### src/rtl/mtr_cmd_stage.sv
// Motor-command output stage: per-channel slew-limited command registers with a
// controlled ramp-down on drive loss, plus a hysteretic debounced battery-low flag.
module mtr_cmd_stage #(
  parameter int unsigned NCH      = 2,
  parameter int unsigned W        = 11,
  parameter int unsigned STEP     = 64,
  parameter int unsigned RAMP_DIV = 4096,
  parameter int unsigned DEB_CYC  = 65536,
  parameter logic [11:0] LO_THR   = 12'h800,
  parameter logic [11:0] HI_THR   = 12'h880,
  parameter bit          fast_sim = 1'b0
) (
  input  logic             clk,
  input  logic             rst_n,
  input  logic             vld,
  input  logic [NCH*W-1:0] spd_in,
  input  logic [NCH-1:0]   rev_in,
  input  logic             rider_off,
  input  logic             pwr_up,
  input  logic [11:0]      batt,
  output logic [NCH*W-1:0] spd_out,
  output logic [NCH-1:0]   rev_out,
  output logic             moving,
  output logic             batt_low
);

  localparam int unsigned RAMP_N = fast_sim ? 16 : RAMP_DIV;
  localparam int unsigned DEB_N  = fast_sim ? 8 : DEB_CYC;
  localparam int unsigned RW     = (RAMP_N > 1) ? $clog2(RAMP_N) : 1;
  localparam int unsigned DW     = $clog2(DEB_N + 1);

  typedef enum logic [1:0] {S_IDLE, S_RUN, S_RAMP_DN} state_e;
  typedef logic signed [W:0] cur_t;

  localparam logic signed [W+1:0] STEP_D  = (W+2)'(STEP);
  localparam logic signed [W+1:0] NSTEP_D = -STEP_D;
  localparam cur_t                STEP_C  = (W+1)'(STEP);

  state_e           state_q, state_d;
  cur_t             cur_q [NCH];
  cur_t             cur_d [NCH];
  cur_t             tgt   [NCH];
  logic [RW-1:0]    ramp_cnt_q, ramp_cnt_d;
  logic [DW-1:0]    deb_cnt_q, deb_cnt_d;
  logic             batt_low_q, batt_low_d;
  logic [NCH*W-1:0] spd_out_q, spd_out_d;
  logic [NCH-1:0]   rev_out_q, rev_out_d;
  logic             moving_q, moving_d;
  logic             all_zero;
  logic             batt_opp;
  cur_t             mag_ext;

  // One slew step: jump to tgt when within STEP, else move STEP toward it.
  // Difference is taken one bit wider than cur so +max to -max cannot wrap.
  function automatic cur_t slew_step(input cur_t cur, input cur_t tgt_v);
    logic signed [W+1:0] diff;
    diff = {tgt_v[W], tgt_v} - {cur[W], cur};
    if (diff > STEP_D)       slew_step = cur + STEP_C;
    else if (diff < NSTEP_D) slew_step = cur - STEP_C;
    else                     slew_step = tgt_v;
  endfunction

  function automatic logic [W-1:0] mag_of(input cur_t cur);
    cur_t pos;
    pos    = cur[W] ? -cur : cur;
    mag_of = pos[W-1:0];
  endfunction

  // Next-state, channel command and output computation.
  always_comb begin
    state_d    = state_q;
    ramp_cnt_d = ramp_cnt_q;
    all_zero   = 1'b1;
    mag_ext    = '0;
    for (int k = 0; k < NCH; k++) begin
      cur_d[k] = cur_q[k];
      mag_ext  = {1'b0, spd_in[k*W +: W]};
      tgt[k]   = rev_in[k] ? -mag_ext : mag_ext;
      if (cur_q[k] != '0) all_zero = 1'b0;
    end

    case (state_q)
      S_IDLE: begin
        for (int k = 0; k < NCH; k++) cur_d[k] = '0;
        if (pwr_up && !rider_off) state_d = S_RUN;
      end
      S_RUN: begin
        // Drive loss wins over a coincident command strobe.
        if (!pwr_up || rider_off) begin
          state_d    = S_RAMP_DN;
          ramp_cnt_d = '0;
        end else if (vld) begin
          for (int k = 0; k < NCH; k++) cur_d[k] = slew_step(cur_q[k], tgt[k]);
        end
      end
      S_RAMP_DN: begin
        if (all_zero) begin
          state_d    = S_IDLE;
          ramp_cnt_d = '0;
        end else if (ramp_cnt_q == RW'(RAMP_N - 1)) begin
          ramp_cnt_d = '0;
          for (int k = 0; k < NCH; k++) cur_d[k] = slew_step(cur_q[k], '0);
        end else begin
          ramp_cnt_d = ramp_cnt_q + RW'(1);
        end
      end
      default: state_d = S_IDLE;
    endcase

    moving_d = (state_d == S_RUN);
    for (int k = 0; k < NCH; k++) begin
      rev_out_d[k]         = cur_d[k][W];
      spd_out_d[k*W +: W]  = mag_of(cur_d[k]);
    end
  end

  // Battery-low debounce: count consecutive cycles arguing against the flag.
  always_comb begin
    batt_low_d = batt_low_q;
    deb_cnt_d  = '0;
    batt_opp   = batt_low_q ? (batt >= HI_THR) : (batt < LO_THR);
    if (batt_opp) begin
      if (deb_cnt_q == DW'(DEB_N - 1)) begin
        batt_low_d = ~batt_low_q;
        deb_cnt_d  = '0;
      end else begin
        deb_cnt_d = deb_cnt_q + DW'(1);
      end
    end
  end

  always_ff @(posedge clk or negedge rst_n) begin
    if (!rst_n) begin
      state_q    <= S_IDLE;
      ramp_cnt_q <= '0;
      deb_cnt_q  <= '0;
      batt_low_q <= 1'b0;
      spd_out_q  <= '0;
      rev_out_q  <= '0;
      moving_q   <= 1'b0;
      for (int k = 0; k < NCH; k++) cur_q[k] <= '0;
    end else begin
      state_q    <= state_d;
      ramp_cnt_q <= ramp_cnt_d;
      deb_cnt_q  <= deb_cnt_d;
      batt_low_q <= batt_low_d;
      spd_out_q  <= spd_out_d;
      rev_out_q  <= rev_out_d;
      moving_q   <= moving_d;
      for (int k = 0; k < NCH; k++) cur_q[k] <= cur_d[k];
    end
  end

  assign spd_out  = spd_out_q;
  assign rev_out  = rev_out_q;
  assign moving   = moving_q;
  assign batt_low = batt_low_q;

endmodule

### config.mk
export PLATFORM = sky130hd
export DESIGN_NAME = mtr_cmd_stage
export DESIGN_NICKNAME = d
export VERILOG_FILES = /design/src/rtl/mtr_cmd_stage.sv
export SDC_FILE = /design/constraint.sdc
export NUM_CORES = 1
export LEC_CHECK = 0
export CAP_MARGIN = 5
export CORE_MARGIN = 2
export CORE_UTILIZATION = 30
export CTS_CLUSTER_SIZE = 30
export DETAILED_ROUTE_END_ITERATION = 8
export MAX_ROUTING_LAYER = met4
export PLACE_DENSITY = 0.48
export SLEW_MARGIN = 20
export SYNTH_ARGS = -nofsm -noshare
export SYNTH_HDL_FRONTEND = slang
export SYNTH_SLANG_ARGS = --single-unit
### constraint.sdc
create_clock -name clk -period 11.5 [get_ports clk]
set_input_delay 2.3 -clock clk [delete_from_list [all_inputs] [get_ports clk]]
set_output_delay 2.3 -clock clk [all_outputs]
set_load 0.02 [all_outputs]
# Yosys cells after proc, flatten, opt, wreduce, memory -nomap -nowiden

Cells that the tools add are included.

$add $sub $neg: 14
Multipliers: 0
Div/mod/pow operators: 0
$lt $le $gt $ge: 10
Equality and inequality tests: 6
Shift-type cells: 0
Muxes and demuxes: 30
Bitwise logic cells: 1
Reductions and logical operators: 10

Operators by type and width:

| cell                    | count |
|---|---|
| $mux W12                | 13 |
| $mux W24                | 4 |
| $pmux W24 S3            | 1 |
| $gt A13 B8 Y1 const B   | 4 |
| $lt A13 B7 Y1 const B   | 4 |
| $mux W17                | 2 |
| $sub A1 B12 Y13 const A | 2 |
| $sub A12 B12 Y13        | 2 |
| $add A12 B8 Y12 const B | 2 |
| $neg A11 Y12            | 2 |
| $pmux W12 S2            | 1 |
| $reduce_bool A12 Y1     | 2 |
| $sub A12 B8 Y12 const B | 2 |
| $mux W11                | 2 |
| $neg A11 Y11            | 2 |
| $add A17 B1 Y17 const B | 1 |
| $eq A17 B16 Y1 const B  | 1 |
| $add A12 B1 Y12 const B | 1 |
| $eq A12 B12 Y1 const B  | 1 |
| $ge A12 B12 Y1 const B  | 1 |
| $lt A12 B12 Y1 const B  | 1 |
| $mux W2                 | 3 |
| $pmux W2 S3             | 1 |
| $eq A2 B1 Y1 const B    | 2 |
| 10 further kinds        | 14 |

Register bits: 81
Bits in latches: 0
RAM bits: 0
Bits in read-only memories: 0
Input bits: 41
Output and inout port bits: 26
Word-level logic and storage cells: 80
Memories: 0

# Depth between registers and ports, before layout

Gate-level depths: netlist (run 1).

Word-level depth: 11
Mapped depth: 23
Depth with buffers taken out: 22

# Worst setup path after synthesis (run 1)

No wires, ideal clock.

Path kind: input-to-reg
Start point: in spd_in[3]
End point: reg spd_out_q[6] (netlist: spd_out[6])
Setup time: 0.080 ns
Data arrival time: 6.514 ns
Data required time: 11.420 ns
Path slack: 4.906 ns
Stages on the path: 17
Path buffers: 1
Path through: or3_1 o31ai_1 xnor2_1 ha_1 clkbuf_1 and3_1 a221oi_2 o21ai_1 a211o_1 a2111o_1 o32ai_1 o21ai_1 a32oi_1 ha_1 nand3_1 o41ai_1 xnor2_1

Cells in the longest elaborated chain, start to end: 11
Elaborated cells on any way between the ends: 12
Those cells by class: 3 x add/sub; 2 x order compare; 7 x mux

RTL lines:

| element                | line | RTL |
|---|---|---|
| from (decl)            | 16   | `input logic [NCH*W-1:0] spd_in,` |
| $neg A11 Y12           | 78   | `tgt[k] = rev_in[k] ? -mag_ext : mag_ext;` |
| $mux W12 *             | 78   |  |
| $sub A12 B12 Y13       | 57   | `diff = {tgt_v[W], tgt_v} - {cur[W], cur};` |
| $lt A13 B7 Y1          | 59   | `else if (diff < NSTEP_D) slew_step = cur - STEP_C;` |
| $mux W12               | 59   |  |
| $mux W12 *             | 58   | `if (diff > STEP_D) slew_step = cur + STEP_C;` |
| $mux W24 *             | 92   | `end else if (vld) begin` |
| $mux W24 *             | 89   | `if (!pwr_up \|\| rider_off) begin` |
| $pmux W24 S3 *         | 82   | `case (state_q)` |
| $neg A11 Y11           | 65   | `pos = cur[W] ? -cur : cur;` |
| $mux W11 *             | 65   |  |
| named net spd_out_d[6] | 46   | `logic [NCH*W-1:0] spd_out_q, spd_out_d;` |
| to (signal assigned)   | 147  | `spd_out_q <= spd_out_d;` |
| to (decl)              | 46   |  |

The timed path passes the listed nets; every way through them passes the cells marked *.
A chain may end at the register's enable or synchronous reset.

# Final worst setup path (run 1)

Ends and elaborated chain as after synthesis.

==> results.py, run 1 <==
metrics = {
    "synthesis": {
        "synth_largest_area_cell": "dfrtp_1",
        "synth_edf_count": 0,
        "yosysUniqueCellTypes": 87,
        "ys_top_cells_by_count": "77 x dfrtp_1, 73 x nor2_1, 72 x nand2_1",
        "syn_area_sq_um": 7190,
        "syn_inst": 881,
        "syn_avg_cell_area_sq_um": 8.16,
        "syn_nets": 960,
        "ys_top_cells_by_area": "dfrtp_1 27%, xnor2_1 6.5%, ha_1 6.3%",
        "synth_warnings": 0,
        "async_reset_ff_share_pct": 100,
        "yosysTopAreaCellShare_pct": 26.8,
        "ys_seq_area_share_pct": 26.8,
        "ys_seq_elements": 77,
        "synth.most_common_cell": "dfrtp_1",
        "synthFlopType": "dfrtp_1",
    },
    "final_layout": {
        "insertedDiodeCount": 0,
        "nFillCells": 2453,
        "stdcell_area_sq_um": 8310,
        "regArea_sq_um": 1930,
        "areaGrowthSynthToFinish_pct": 15.6,
        "multi_input_area_sq_um": 4880,
        "nNetsFinal": 991,
        "drive_above_1_share_pct": 5.34,
    },
    "power_and_ir_drop": {
        "p_leak_nw": 3.40,
        "peakVddDrop_uv": 67.8,
        "powerDensity_nw_per_um2": 124,
    },
    "sta": {
        "finalCritPeriodShare_pct": 66.4,
        "drv_slew": 0,
        "finClkSkew_ps": 13.4,
        "finalSetupViolCount": 0,
        "fmax_mhz": 131,
        "fin_crit_ps": 7640,
        "tns_ps": 0,
        "worstMarginPinSlew_ps": 718,
        "hold_viol": 0,
        "rsz0062_at_grt": "false",
        "whs_ps": 490,
        "relSlewSlack_pct": 51.7,
        "setup_ws_ps": 3860,
    },
    "clock_network": {
        "cts.repair.resized": 0,
        "insertion_delay_ps": 350,
        "holdBufCountCts": 0,
        "cts_root_buf": "clkbuf_16",
        "clockBufferDepth": 2,
        "post_cts_buffers": 0,
        "cts_buffers": 9,
        "h-tree-depth": 3,
        "clk_pin_slew_ps": 60,
        "cts.sinks": 77,
        "cts_tree": "done",
    },
    "route": {
        "vias_per_cell": 5.47,
        "drc": 0,
        "first_iter_violations": 495,
        "wl_per_cell_um": 16.8,
        "ant_nets": 0,
        "wl_mm": 20.8,
        "vias": 6758,
        "dr.pass1.iters": 6,
    },
    "setup_path": {
        "crit_fanout": 8,
        "required_ps": 11750,
        "cp-startpoint": "spd_in[3]",
        "rr_startpoint": "cur_q[20]",
        "worstPathArrival_ps": 7880,
        "crit_type": "input pin to flop",
        "r2r_cells": 14,
        "start_kind": "input pin",
        "endpoint_kind": "flop",
    },
    "grt": {
        "grt_pass1_vias": 6567,
        "grt_pass1_wl_mm": 34.7,
        "grt_overflow": 0,
        "grt_usage_pct": 17.0,
        "antenna_found_initial": 0,
        "grt_max_degree": 48,
    },
    "placed_design": {
        "pre_cts_ws_ps": 3500,
        "hpwl_mm": 16.2,
        "gp_congestion": 0.847,
        "placed_cell_area_sq_um": 8000,
        "io_buffers": 59,
    },
    "hold_path": {
        "hold_depth": 1,
        "hold_start": "ramp_cnt_q[11]",
        "hold_class": "flop to flop",
    },
    "die": {
        "io_pins": 67,
        "rows": 56,
        "initial_core_util_pct": 30.6,
        "die_w_um": 159,
        "fp.dieArea_sq_um": 25200,
        "coreArea_sq_um": 23500,
        "die_h_um": 159,
    },
    "outcome": {
        "status": "finished clean",
    },
    "run": {
        "max_cap_viol_count": 0,
    },
}
## cell usage in the layout, fill, tap and decap left out, types with 6 or more instances in the layout
cell type	Yosys	final
ha_1	36	36
and2_1	12	12
a211oi_1	13	13
o41ai_1	7	7
nand2b_1	14	14
nor2b_1	9	9
a211o_1	10	10
a31oi_1	10	10
clkbuf_16	0	9
nor4_1	9	9
or2_2	7	7
o211ai_1	9	9
or3_1	9	9
a22o_1	10	10
o31ai_1	11	11
nand3b_1	7	7
nor3_1	9	9
a21o_1	15	15
nand2_1	72	72
o21ai_0	57	57
xor2_1	16	16
o31a_1	7	7
dfrtp_1	77	77
clkdlybuf4s50_1	0	58
and3_1	20	20
a221o_1	6	6
inv_1	52	52
nand3_1	41	41
nor2_1	73	73
xnor2_1	53	53
a21oi_1	35	35
nand4_1	16	16
## power breakdown
group	internal [mW]	leakage, nW	switching (mW)
clock network	0.176	0.153	0.122
registers	0.282	1.07	0.0219
logic	0.166	2.18	0.261
## critical path, stage by stage
cell and delay, ps:
clkdlybuf4s50_1 450, or3_1 410, nor2_1 140, nand3_1 140, o41ai_1 320, xnor2_1 220
ha_1 440, and2_1 190, and3_1 180, o21ai_0 180, a211o_1 380, a2111o_1 390
o32ai_1 500, o21ai_1 280, a32oi_1 440, ha_1 240, nand3_1 160, o41ai_1 340
xnor2_1 190
## routing by layer
metal,vias up,wire length (um),GRT usage (%)
met1,3265,10400,23.8
li1,3338,-,-
met2,138,9450,26.5
met5,-,0,-
met3,17,743,1.91
met4,0,261,3.92
## final cells by class
type                            count  area share, %
Multi-Input combinational cell    710           58.7
Sequential cell                    77           23.2
Timing Repair Buffer               61           7.25
Tap cell                          319           4.80
Clock buffer                       10           2.87
Inverter                           53           2.39
Clock inverter                      6          0.843
## logic make-up after synthesis
kind of cell / Yosys count / share of synthesized area [%]
AO/OA/AOI/OAI: 272 / 28.0
flip-flops: 77 / 26.8
buffers and inverters: 94 / 5.43
adder cells (fa/ha/maj): 39 / 6.96
AND/OR/NAND/NOR: 323 / 23.4
multiplexers: 7 / 1.03
XOR/XNOR: 69 / 8.40
## registers in the layout, indices dropped and copies added (netlist names)
register / count
cur_q: 21
moving: 1
spd_out: 22
state_q: 2
ramp_cnt_q: 12
batt_low: 1
rev_out: 1
deb_cnt_q: 17
## worst paths after layout
path,slack (ps),end
setup / recovery,3860,spd_out[6]
hold / removal,490,ramp_cnt_q[11]
setup reg to reg,6460,spd_out[6]
hold reg to reg,490,ramp_cnt_q[11]
max in group asynchronous,8650,deb_cnt_q[16]
min in group asynchronous,1890,spd_out[10]
## per-stage QoR
step	power [mW]	instances	utilization [%]
final	1.03	1236	35.4
after floorplan	0.620	881	-
after global placement	0.733	1220	34.1
after detailed placement	0.731	1220	34.1
after global routing	1.10	1236	35.4
after CTS	1.03	1236	35.4
Note: power is estimated with default switching activity, not from simulation.
==> inputs of run 2 (changes only) <==
- PLACE_DENSITY: 0.48 -> 0.5
- clock period: 11.5 -> 6.6 ns (I/O delays scaled with it)
==> results.py, run 2 (same netlist as run 1, synthesis figures left out) <==
metrics = {
    "outcome": {
        "status": "finished clean",
    },
    "grt": {
        "grt_use_met2_pct": 25.9,
        "grt_pass1_wl_mm": 33.9,
        "antenna_found_initial": 0,
        "grt_max_degree": 78,
        "grt_use_met3_pct": 2.06,
        "grt_usage_pct": 16.7,
        "grt_pass1_vias": 6417,
        "grt_overflow": 0,
        "top_usage_layer": "met2",
        "grt_util_met1_pct": 23.3,
    },
    "route": {
        "vias_per_cell": 5.36,
        "wl_mm": 20.6,
        "drc": 0,
        "ant_nets": 0,
        "dr.pass1.iters": 5,
        "first_iter_violations": 582,
        "wl_per_cell_um": 16.2,
        "vias": 6829,
    },
    "sta": {
        "whs_ps": 491,
        "drv_slew": 0,
        "finalCritPeriodShare_pct": 93.4,
        "setup_ws_ps": 433,
        "finalSetupViolCount": 0,
        "finClkSkew_ps": 13.4,
        "rsz0062_at_grt": "false",
        "hold_viol": 0,
        "tns_ps": 0,
        "fmax_mhz": 162,
        "relSlewSlack_pct": 48.7,
        "fin_crit_ps": 6170,
        "worstMarginPinSlew_ps": 762,
    },
    "final_layout": {
        "nNetsFinal": 1029,
        "stdcell_area_sq_um": 8640,
        "fin_util_pct": 36.8,
        "final_common_cell": "dfrtp_1",
        "drive_above_1_share_pct": 9.42,
        "final_cell_mix": "77 x dfrtp_1, 73 x nor2_1, 72 x nand2_1",
        "instances_no_fill": 1274,
        "areaGrowthSynthToFinish_pct": 20.2,
        "insertedDiodeCount": 0,
        "largest_register_ffs": 22,
    },
    "die": {
        "coreArea_sq_um": 23500,
        "io_pins": 67,
        "die_w_um": 159,
        "rows": 56,
        "die_h_um": 159,
        "initial_core_util_pct": 30.6,
        "fp.dieArea_sq_um": 25200,
    },
    "clock_network": {
        "cts_buffers": 9,
        "insertion_delay_ps": 340,
        "clk_pin_slew_ps": 70,
        "clockBufferDepth": 2,
        "cts.sinks": 77,
        "cts_tree": "done",
        "holdBufCountCts": 0,
        "post_cts_buffers": 0,
        "h-tree-depth": 3,
        "cts_root_buf": "clkbuf_16",
    },
    "setup_path": {
        "required_ps": 6870,
        "crit_fanout": 8,
        "crit_chain": "clkdlybuf4s50_1 -> or3_1 -> nor2_1 -> nand3_1 -> o41ai_1 -> xnor2_1 -> ha_1 -> nand3_1 -> o211ai_1 -> a221o_1 -> a211o_1 -> a2111o_1 -> o32ai_1 -> o21ai_1 -> a22o_1 -> inv_1 -> ha_1 -> nand3_1 -> o41ai_1 -> xnor2_1",
        "worstPathArrival_ps": 6430,
        "crit_family": "compound AO/OA/AOI/OAI gates",
        "crit_type": "input pin to flop",
        "endpoint_kind": "flop",
        "start_kind": "input pin",
        "cpPeakStageDelay_ps": 450,
        "crit_top_cell": "nand3_1",
        "cp_num_buf_inv": 2,
        "critPathSlowestCell": "clkdlybuf4s50_1",
    },
    "run": {
        "max_cap_viol_count": 0,
    },
    "power_and_ir_drop": {
        "power_mw": 1.86,
        "peakVddDrop_uv": 123,
        "powerDensity_nw_per_um2": 215,
        "p_leak_nw": 3.61,
    },
    "hold_path": {
        "hold_class": "flop to flop",
    },
    "placed_design": {
        "numPlacedInstances": 1258,
        "hpwl_mm": 16.1,
        "gp_congestion": 0.886,
        "pre_cts_ws_ps": 33.5,
        "placed_cell_area_sq_um": 8290,
        "io_buffers": 59,
    },
}
run 2: metal layers:
metal  wire length, um  vias up
li1                  -     3408
met1             10300     3273
met2              9410      137
met3               757       11
met4               169        0
met5                 0        -
run 2: worst paths after layout:
check / from / endpoint / slack (ps) / cells after the start
max: spd_in[3] / spd_out[6] / 430 / 20
min: deb_cnt_q[0] / deb_cnt_q[0] / 490 / 1
min in group asynchronous: rst_n / cur_q[22] / 1020 / 1
max reg2reg: cur_q[20] / spd_out[6] / 2060 / 15
min reg2reg: deb_cnt_q[0] / deb_cnt_q[0] / 490 / 1
max in group asynchronous: rst_n / spd_out[19] / 5090 / 1
run 2: layout make-up:
cell class | count | area (sq um)
clock inverter | 6 | 93.8
tap | 319 | 399
clock buffer | 10 | 239
inverter | 53 | 199
timing repair buffer | 99 | 892
sequential | 77 | 1930
multi-input combinational | 710 | 4890
fill | 2446 | 14800
run 2: power by group:
group	leakage, nW	switching [mW]	internal, mW
Clock	0.159	0.204	0.344
Combinational	2.38	0.462	0.320
Sequential	1.07	0.0369	0.491
run 2: worst register-to-register path: stages (launching register included):
cell      delay [ps]
dfrtp_1          630
inv_1            290
ha_1             530
nand2_1          160
a221oi_1         310
o31a_1           170
o211ai_1         140
a2111o_1         420
o32ai_1          440
o21ai_1          220
a22o_1           290
inv_1             60
ha_1             150
nand3_1          160
o41ai_1          340
xnor2_1          170
run 2: what timing repair did:
action	4_1_cts	5_1_grt
hold endpoints to repair	0	0
endpoints found under the setup margin	0	3
resized for setup	0	3
==> inputs of run 3 (changes only) <==
- CTS_CLUSTER_DIAMETER: not set -> 50
==> results of run 3 <==
No change in the layout: final DEF, timing and power equal those of run 2.
